<file path="src/rtl/fpu_operand_feeder_if.sv">
// Handshake and FPU-side bundle for the operand feeder.
// slave = feeder side, master = environment driving it.
interface fpu_operand_feeder_if;
   logic        in_valid;
   logic        in_ready;
   logic [31:0] in_op_a;
   logic [31:0] in_op_b;
   logic [31:0] fpu_op_a;
   logic [31:0] fpu_op_b;
   logic [31:0] fpu_data;
   logic [3:0]  fpu_status;
   logic        out_valid;
   logic        out_ready;
   logic [31:0] out_data;
   logic [3:0]  out_status;
   logic        busy;
   logic        status_err;
   logic [15:0] ops_done;

   modport slave (
      input  in_valid, in_op_a, in_op_b,
      input  fpu_data, fpu_status, out_ready,
      output in_ready, fpu_op_a, fpu_op_b,
      output out_valid, out_data, out_status,
      output busy, status_err, ops_done
   );

   modport master (
      output in_valid, in_op_a, in_op_b,
      output fpu_data, fpu_status, out_ready,
      input  in_ready, fpu_op_a, fpu_op_b,
      input  out_valid, out_data, out_status,
      input  busy, status_err, ops_done
   );
endinterface

</file>
<file path="src/rtl/fpu_operand_feeder.sv">
// Holds operand pairs on a free-running FPU, then
// captures result/status into a show-ahead FIFO.
module fpu_operand_feeder #(
   parameter int HOLD_CYCLES = 64,
   parameter int FIFO_DEPTH  = 4
) (
   input logic clock100KHz,
   input logic reset,
   fpu_operand_feeder_if.slave bus
);
   localparam int HW = $clog2(HOLD_CYCLES);
   localparam int PW = $clog2(FIFO_DEPTH);
   localparam int CW = PW + 1;

   typedef enum logic [1:0] {
      IDLE,
      HOLD,
      CAPTURE
   } state_t;

   typedef struct packed {
      logic [31:0] data;
      logic [3:0]  status;
   } entry_t;

   state_t        state_q, state_d;
   logic [HW-1:0] hold_cnt_q, hold_cnt_d;
   logic [31:0]   op_a_q, op_a_d;
   logic [31:0]   op_b_q, op_b_d;
   entry_t        mem_q [FIFO_DEPTH];
   entry_t        mem_d [FIFO_DEPTH];
   logic [PW-1:0] wr_ptr_q, wr_ptr_d;
   logic [PW-1:0] rd_ptr_q, rd_ptr_d;
   logic [CW-1:0] count_q, count_d;
   logic          err_q, err_d;
   logic [15:0]   ops_q, ops_d;

   logic in_ready;
   logic push;
   logic pop;
   logic onehot;

   always_comb begin
      unique case (bus.fpu_status)
         4'b0001, 4'b0010,
         4'b0100, 4'b1000: onehot = 1'b1;
         default:          onehot = 1'b0;
      endcase
   end

   always_comb begin
      state_d    = state_q;
      hold_cnt_d = hold_cnt_q;
      op_a_d     = op_a_q;
      op_b_d     = op_b_q;
      err_d      = err_q;
      ops_d      = ops_q;
      in_ready   = 1'b0;
      push       = 1'b0;
      unique case (state_q)
         IDLE: begin
            in_ready = count_q < CW'(FIFO_DEPTH);
            if (bus.in_valid && in_ready) begin
               op_a_d     = bus.in_op_a;
               op_b_d     = bus.in_op_b;
               hold_cnt_d = HW'(HOLD_CYCLES - 1);
               state_d    = HOLD;
            end
         end
         HOLD: begin
            if (hold_cnt_q == '0) state_d = CAPTURE;
            else hold_cnt_d = hold_cnt_q - 1'b1;
         end
         CAPTURE: begin
            push    = 1'b1;
            ops_d   = ops_q + 16'd1;
            state_d = IDLE;
            if (!onehot) err_d = 1'b1;
         end
         default: state_d = IDLE;
      endcase
   end

   // Push only ever follows an accept that saw a free slot.
   always_comb begin
      mem_d    = mem_q;
      wr_ptr_d = wr_ptr_q;
      rd_ptr_d = rd_ptr_q;
      count_d  = count_q;
      pop      = (count_q != '0) && bus.out_ready;
      if (push) begin
         mem_d[wr_ptr_q] = '{bus.fpu_data, bus.fpu_status};
         wr_ptr_d        = wr_ptr_q + PW'(1);
      end
      if (pop) rd_ptr_d = rd_ptr_q + PW'(1);
      unique case ({push, pop})
         2'b10:   count_d = count_q + CW'(1);
         2'b01:   count_d = count_q - CW'(1);
         default: count_d = count_q;
      endcase
   end

   always_ff @(posedge clock100KHz or posedge reset) begin
      if (reset) begin
         state_q    <= IDLE;
         hold_cnt_q <= '0;
         op_a_q     <= '0;
         op_b_q     <= '0;
         wr_ptr_q   <= '0;
         rd_ptr_q   <= '0;
         count_q    <= '0;
         err_q      <= 1'b0;
         ops_q      <= '0;
         for (int i = 0; i < FIFO_DEPTH; i++) mem_q[i] <= '0;
      end else begin
         state_q    <= state_d;
         hold_cnt_q <= hold_cnt_d;
         op_a_q     <= op_a_d;
         op_b_q     <= op_b_d;
         wr_ptr_q   <= wr_ptr_d;
         rd_ptr_q   <= rd_ptr_d;
         count_q    <= count_d;
         err_q      <= err_d;
         ops_q      <= ops_d;
         mem_q      <= mem_d;
      end
   end

   assign bus.in_ready   = in_ready;
   assign bus.fpu_op_a   = op_a_q;
   assign bus.fpu_op_b   = op_b_q;
   assign bus.out_valid  = count_q != '0;
   assign bus.out_data   = bus.out_valid ? mem_q[rd_ptr_q].data : '0;
   assign bus.out_status = bus.out_valid ? mem_q[rd_ptr_q].status : '0;
   assign bus.busy       = state_q != IDLE;
   assign bus.status_err = err_q;
   assign bus.ops_done   = ops_q;
endmodule

</file>
<file path="src/flat_wrapper.sv">
// flat-port wrapper written by rule: the top's interface ports become plain ports
module fpu_operand_feeder_flat 
#(
   parameter int HOLD_CYCLES = 64,
   parameter int FIFO_DEPTH  = 4
)
  (clock100KHz, reset, bus_in_valid, bus_in_op_a, bus_in_op_b, bus_fpu_data, bus_fpu_status, bus_out_ready, bus_in_ready, bus_fpu_op_a, bus_fpu_op_b, bus_out_valid, bus_out_data, bus_out_status, bus_busy, bus_status_err, bus_ops_done);
  fpu_operand_feeder_if bus_i ();
  input logic clock100KHz;
  input logic reset;
  input wire logic [$bits(bus_i.in_valid)-1:0] bus_in_valid;
  input wire logic [$bits(bus_i.in_op_a)-1:0] bus_in_op_a;
  input wire logic [$bits(bus_i.in_op_b)-1:0] bus_in_op_b;
  input wire logic [$bits(bus_i.fpu_data)-1:0] bus_fpu_data;
  input wire logic [$bits(bus_i.fpu_status)-1:0] bus_fpu_status;
  input wire logic [$bits(bus_i.out_ready)-1:0] bus_out_ready;
  output wire logic [$bits(bus_i.in_ready)-1:0] bus_in_ready;
  output wire logic [$bits(bus_i.fpu_op_a)-1:0] bus_fpu_op_a;
  output wire logic [$bits(bus_i.fpu_op_b)-1:0] bus_fpu_op_b;
  output wire logic [$bits(bus_i.out_valid)-1:0] bus_out_valid;
  output wire logic [$bits(bus_i.out_data)-1:0] bus_out_data;
  output wire logic [$bits(bus_i.out_status)-1:0] bus_out_status;
  output wire logic [$bits(bus_i.busy)-1:0] bus_busy;
  output wire logic [$bits(bus_i.status_err)-1:0] bus_status_err;
  output wire logic [$bits(bus_i.ops_done)-1:0] bus_ops_done;
  assign bus_i.in_valid = bus_in_valid;
  assign bus_i.in_op_a = bus_in_op_a;
  assign bus_i.in_op_b = bus_in_op_b;
  assign bus_i.fpu_data = bus_fpu_data;
  assign bus_i.fpu_status = bus_fpu_status;
  assign bus_i.out_ready = bus_out_ready;
  assign bus_in_ready = bus_i.in_ready;
  assign bus_fpu_op_a = bus_i.fpu_op_a;
  assign bus_fpu_op_b = bus_i.fpu_op_b;
  assign bus_out_valid = bus_i.out_valid;
  assign bus_out_data = bus_i.out_data;
  assign bus_out_status = bus_i.out_status;
  assign bus_busy = bus_i.busy;
  assign bus_status_err = bus_i.status_err;
  assign bus_ops_done = bus_i.ops_done;
  fpu_operand_feeder #(.HOLD_CYCLES(HOLD_CYCLES), .FIFO_DEPTH(FIFO_DEPTH)) u_core (.clock100KHz(clock100KHz), .reset(reset), .bus(bus_i));
endmodule
</file>
<file path="config.mk">
export PLATFORM = sky130hd
export DESIGN_NAME = fpu_operand_feeder_flat
export DESIGN_NICKNAME = d
export VERILOG_FILES = /design/src/rtl/fpu_operand_feeder_if.sv /design/src/rtl/fpu_operand_feeder.sv /design/src/flat_wrapper.sv
export SDC_FILE = /design/constraint.sdc
export NUM_CORES = 1
export LEC_CHECK = 0
export BUFFER_PORTS_ARGS = -buffer_cell sky130_fd_sc_hd__buf_2
export CAP_MARGIN = 20
export CORE_UTILIZATION = 49
export DETAILED_ROUTE_END_ITERATION = 8
export GPL_ROUTABILITY_DRIVEN = 0
export PLACE_DENSITY_LB_ADDON = 0.05
export SYNTH_ARGS = -nofsm -noshare
export SYNTH_HDL_FRONTEND = slang
export SYNTH_SLANG_ARGS = --single-unit
</file>
<file path="constraint.sdc">
create_clock -name clock100KHz -period 8.5 [get_ports clock100KHz]
set_input_delay 1.7 -clock clock100KHz [delete_from_list [all_inputs] [get_ports clock100KHz]]
set_output_delay 1.7 -clock clock100KHz [all_outputs]
set_load 0.1 [all_outputs]
</file>
==> results.yml <==
outcome:
  outcome: "finished clean"
placed_design:
  buffers_added_on_ports: 223
  place_inst: 1262
  hpwl_um: 13900
  dp_worst_setup_slack_ns: 4.50
detailed_routing:
  drt.antenna.violating_nets: 0
  wl_per_cell_um: 17.0
  via_count: 6672
  route.detailed.vias_per_inst: 5.10
  detailedRoute.firstPassIterationCount: 4
  detail_route.iter0.violations: 284
  drc: 0
  wirelength_um: 22200
clocking:
  cts_tree: "done"
  clkSlewWorstSetupHoldPaths_ns: 0.06
  cts_resized: 0
  cts_root_buffer: "sky130_fd_sc_hd__clkbuf_16"
  cts_buffers: 25
  ctsLongestPathBuffers: 3
  post_cts_hold_buffer_count: 0
  number_of_setup_buffers_added_after_cts: 0
  clock_sinks: 240
  clock_latency_ns: 0.51
  clock_tree.htree_level_count: 1
synth:
  synth_warnings: 0
  synth.largest_area_cell: "sky130_fd_sc_hd__dfrtp_1"
  yosys-top-cells-count: "240 x sky130_fd_sc_hd__dfrtp_1, 205 x sky130_fd_sc_hd__nand2_1, 116 x sky130_fd_sc_hd__mux2_2"
  synth-edff-count: 0
  avgSynthCellArea_sq_um: 13.1
  yosys.cell_count.top_type: "sky130_fd_sc_hd__dfrtp_1"
  proportion_of_synthesized_chip_area_in_sequential_cells_pct: 57.2
  synth-main-ff-cell: "sky130_fd_sc_hd__dfrtp_1"
  post_synth_main_area_contributors: "sky130_fd_sc_hd__dfrtp_1 57%, sky130_fd_sc_hd__mux2_2 12%, sky130_fd_sc_hd__mux4_2 7.7%"
  synth_top_area_share_pct: 57.2
  netlist_area_sq_mm: 0.0105
  syn-instance-count: 798
  number_of_unique_standard_cell_types_used_by_synthesis: 39
  synth_seq_cells: 240
  syn-num-nets: 911
  async_reset_ff_share_pct: 100
sta:
  max-slew-margin-rel_pct: 27.8
  final.min_clock_period_ns: 4.49
  finalCritPeriodShare_pct: 52.8
  postLayoutSetupSlackWorst_ns: 4.01
  grt_setup_unrepaired: "false"
  finalSetupTns_ns: 0
  clock_skew_ns: 0.00722
  slew_viol_final: 0
  timing_worst_slew_pin_value_ns: 1.08
  report.final.setup_viol: 0
  report.final.hold_viol_count: 0
  fmax_ghz: 0.223
power_and_ir_drop:
  power_report.internal_total_uw: 2230
  vdd_ir_drop_max_mv: 0.182
  comb_power_share_pct: 38.0
  power_switching_uw: 1640
  p_leak_uw: 0.00641
  share_seq_of_total_power_pct: 33.1
  finalPower_uw: 3870
  power_per_cell_area_mw_per_mm2: 306
  power_frac_clock_pct: 29.0
  swShare_pct: 42.3
global_routing:
  gr-total-overflow: 0
  antenna_found_initial: 2
  grt_max_degree: 104
  gr-usage-all-layers_pct: 21.1
  grt_pass1_vias: 6846
  global_route_wire_length_before_repair_um: 36700
critical_path:
  crit_chain: "buf_4 > mux4_2 > and2_1 > buf_2"
  timing.reg2reg.worst_path_depth: 4
  worst_path_largest_cell_delay_ns: 0.71
  critPathTopFamily: "buffers and inverters"
  critPathSlowestCell: "sky130_fd_sc_hd__dfrtp_2"
  setup.worst_path.start_class: "flip-flop"
  path_depth: 4
  critical_path_buf_inv_count: 2
  critical_path_required_time_ns: 6.80
  cp_max_fo: 23
  endpoint_kind: "output pin"
  criticalPathCategory: "reg -> out"
  critical_path_arrival_ns: 2.79
layout:
  fill_cells: 1744
  area_delta_synth_final_pct: 20.6
  drive_above_1_share_pct: 45.0
  area_taken_by_flip_flops_and_latches_sq_mm: 0.00601
  multi_input_area_sq_mm: 0.00422
  design.final.nets: 1128
  post_layout_nonfiller_instances: 1307
min_path:
  holdPathStages: 2
  min_path_type: "reg -> reg"
floorplan:
  core_area_sq_mm: 0.0210
  io-pin-count: 224
  die_width_um: 148
  floorplan.die.height_um: 148
  number_of_rows_in_the_core_area: 53
  die_area_sq_mm: 0.0220
  initial_utilization_pct: 49.9
run:
  max_cap_viol_count: 0
[cells in the final DEF (no fill, tap or decap), types with 4 or more instances in the layout]
| cell type | n |
|---|---|
| sky130_fd_sc_hd__inv_1 | 9 |
| sky130_fd_sc_hd__buf_4 | 7 |
| sky130_fd_sc_hd__clkbuf_1 | 4 |
| sky130_fd_sc_hd__clkinv_2 | 4 |
| sky130_fd_sc_hd__nand2_2 | 4 |
| sky130_fd_sc_hd__mux2_2 | 116 |
| sky130_fd_sc_hd__nand3_1 | 7 |
| sky130_fd_sc_hd__dfrtp_1 | 238 |
| sky130_fd_sc_hd__nor2_1 | 4 |
| sky130_fd_sc_hd__xnor2_1 | 18 |
| sky130_fd_sc_hd__o21ai_0 | 4 |
| sky130_fd_sc_hd__nand2_1 | 204 |
| sky130_fd_sc_hd__clkbuf_16 | 25 |
| sky130_fd_sc_hd__ha_1 | 8 |
| sky130_fd_sc_hd__buf_2 | 223 |
| sky130_fd_sc_hd__mux2_4 | 30 |
| sky130_fd_sc_hd__nand4_1 | 5 |
| sky130_fd_sc_hd__mux4_2 | 36 |
| sky130_fd_sc_hd__xor2_1 | 6 |
| sky130_fd_sc_hd__clkbuf_8 | 6 |
| sky130_fd_sc_hd__and2_1 | 37 |
[final cells by class]
| class | count | area share (%) |
|---|---|---|
| clock buffer | 35 | 5.72 |
| clock inverter | 8 | 0.939 |
| sequential | 240 | 47.5 |
| antenna | 1 | 0.0198 |
| multi-input combinational | 507 | 33.4 |
| inverter | 10 | 0.356 |
| timing repair buffer | 231 | 9.39 |
| tap | 275 | 2.72 |
[logic make-up (layout without fill, tap and decap cells)]
family	count (synthesis)	in the layout	share of synthesized area, %
AO/OA/AOI/OAI	12	12	0.811
XOR/XNOR	24	24	2.00
adder cells (fa/ha/maj)	9	9	1.14
buffers and inverters	51	284	2.54
flip-flops	240	240	57.2
multiplexers	183	183	24.6
other	0	1	0
AND/OR/NAND/NOR	279	279	11.7
[registers in the layout, indices dropped and copies added, names as in the netlist]
register	cells
u_core.mem_q	144
u_core.bus.fpu_op_a	32
u_core.bus.fpu_op_b	32
u_core.bus.ops_done	16
u_core.hold_cnt_q	6
u_core.count_q	3
u_core.rd_ptr_q	2
u_core.state_q	2
u_core.wr_ptr_q	2
u_core.bus.status_err	1
[path summary, 6_finish.rpt]
path / start / end / slack (ns)
setup / recovery: u_core.rd_ptr_q[1] / bus_out_data[21] / 4.01
hold / removal: u_core.bus.fpu_op_b[13] / u_core.bus.fpu_op_b[13] / 0.47
setup reg to reg: u_core.state_q[1] / u_core.mem_q[69] / 6.02
hold reg to reg: u_core.bus.fpu_op_b[13] / u_core.bus.fpu_op_b[13] / 0.47
max in group asynchronous: reset / u_core.bus.fpu_op_b[11] / 5.84
min in group asynchronous: reset / u_core.mem_q[21] / 1.26
[metal layers]
layer / vias to the layer above / wire length (um) / global-route usage (%)
met1: 3319 / 10200 / 29.6
met3: 30 / 1420 / 4.85
li1: 3146 / - / -
met5: - / 8 / 0
met2: 175 / 10200 / 33.1
met4: 2 / 416 / 5.77
[through the flow]
stage | instance area, sq um | util [%] | hold WS, ns
after floorplan | 10500 | - | 0.456
after global placement | 11800 | 56.1 | 0.454
after detailed placement | 11800 | 56.1 | 0.456
after CTS | 12600 | 60.1 | 0.471
after global routing | 12700 | 60.2 | 0.494
final | 12700 | 60.2 | 0.466
[worst register-to-register path, delay by kind of cell, from the launching register on]
kind,cells,cell delay (ns)
simple gates,2,1.10
buf+inv,1,0.28
flops,1,0.44
mux,1,0.54
[power groups by stage]
| stage | registers (uW) | logic [uW] | clock network [uW] |
|---|---|---|---|
| final | 1280 | 1470 | 1120 |
| after global routing | 1290 | 1520 | 1190 |
| after CTS | 1280 | 1480 | 1140 |
| after detailed placement | 1300 | 1480 | 0 |
| after global placement | 1300 | 1470 | 0 |
| after floorplan | 1230 | 1330 | 0 |
(Power assumes the default switching activity.)
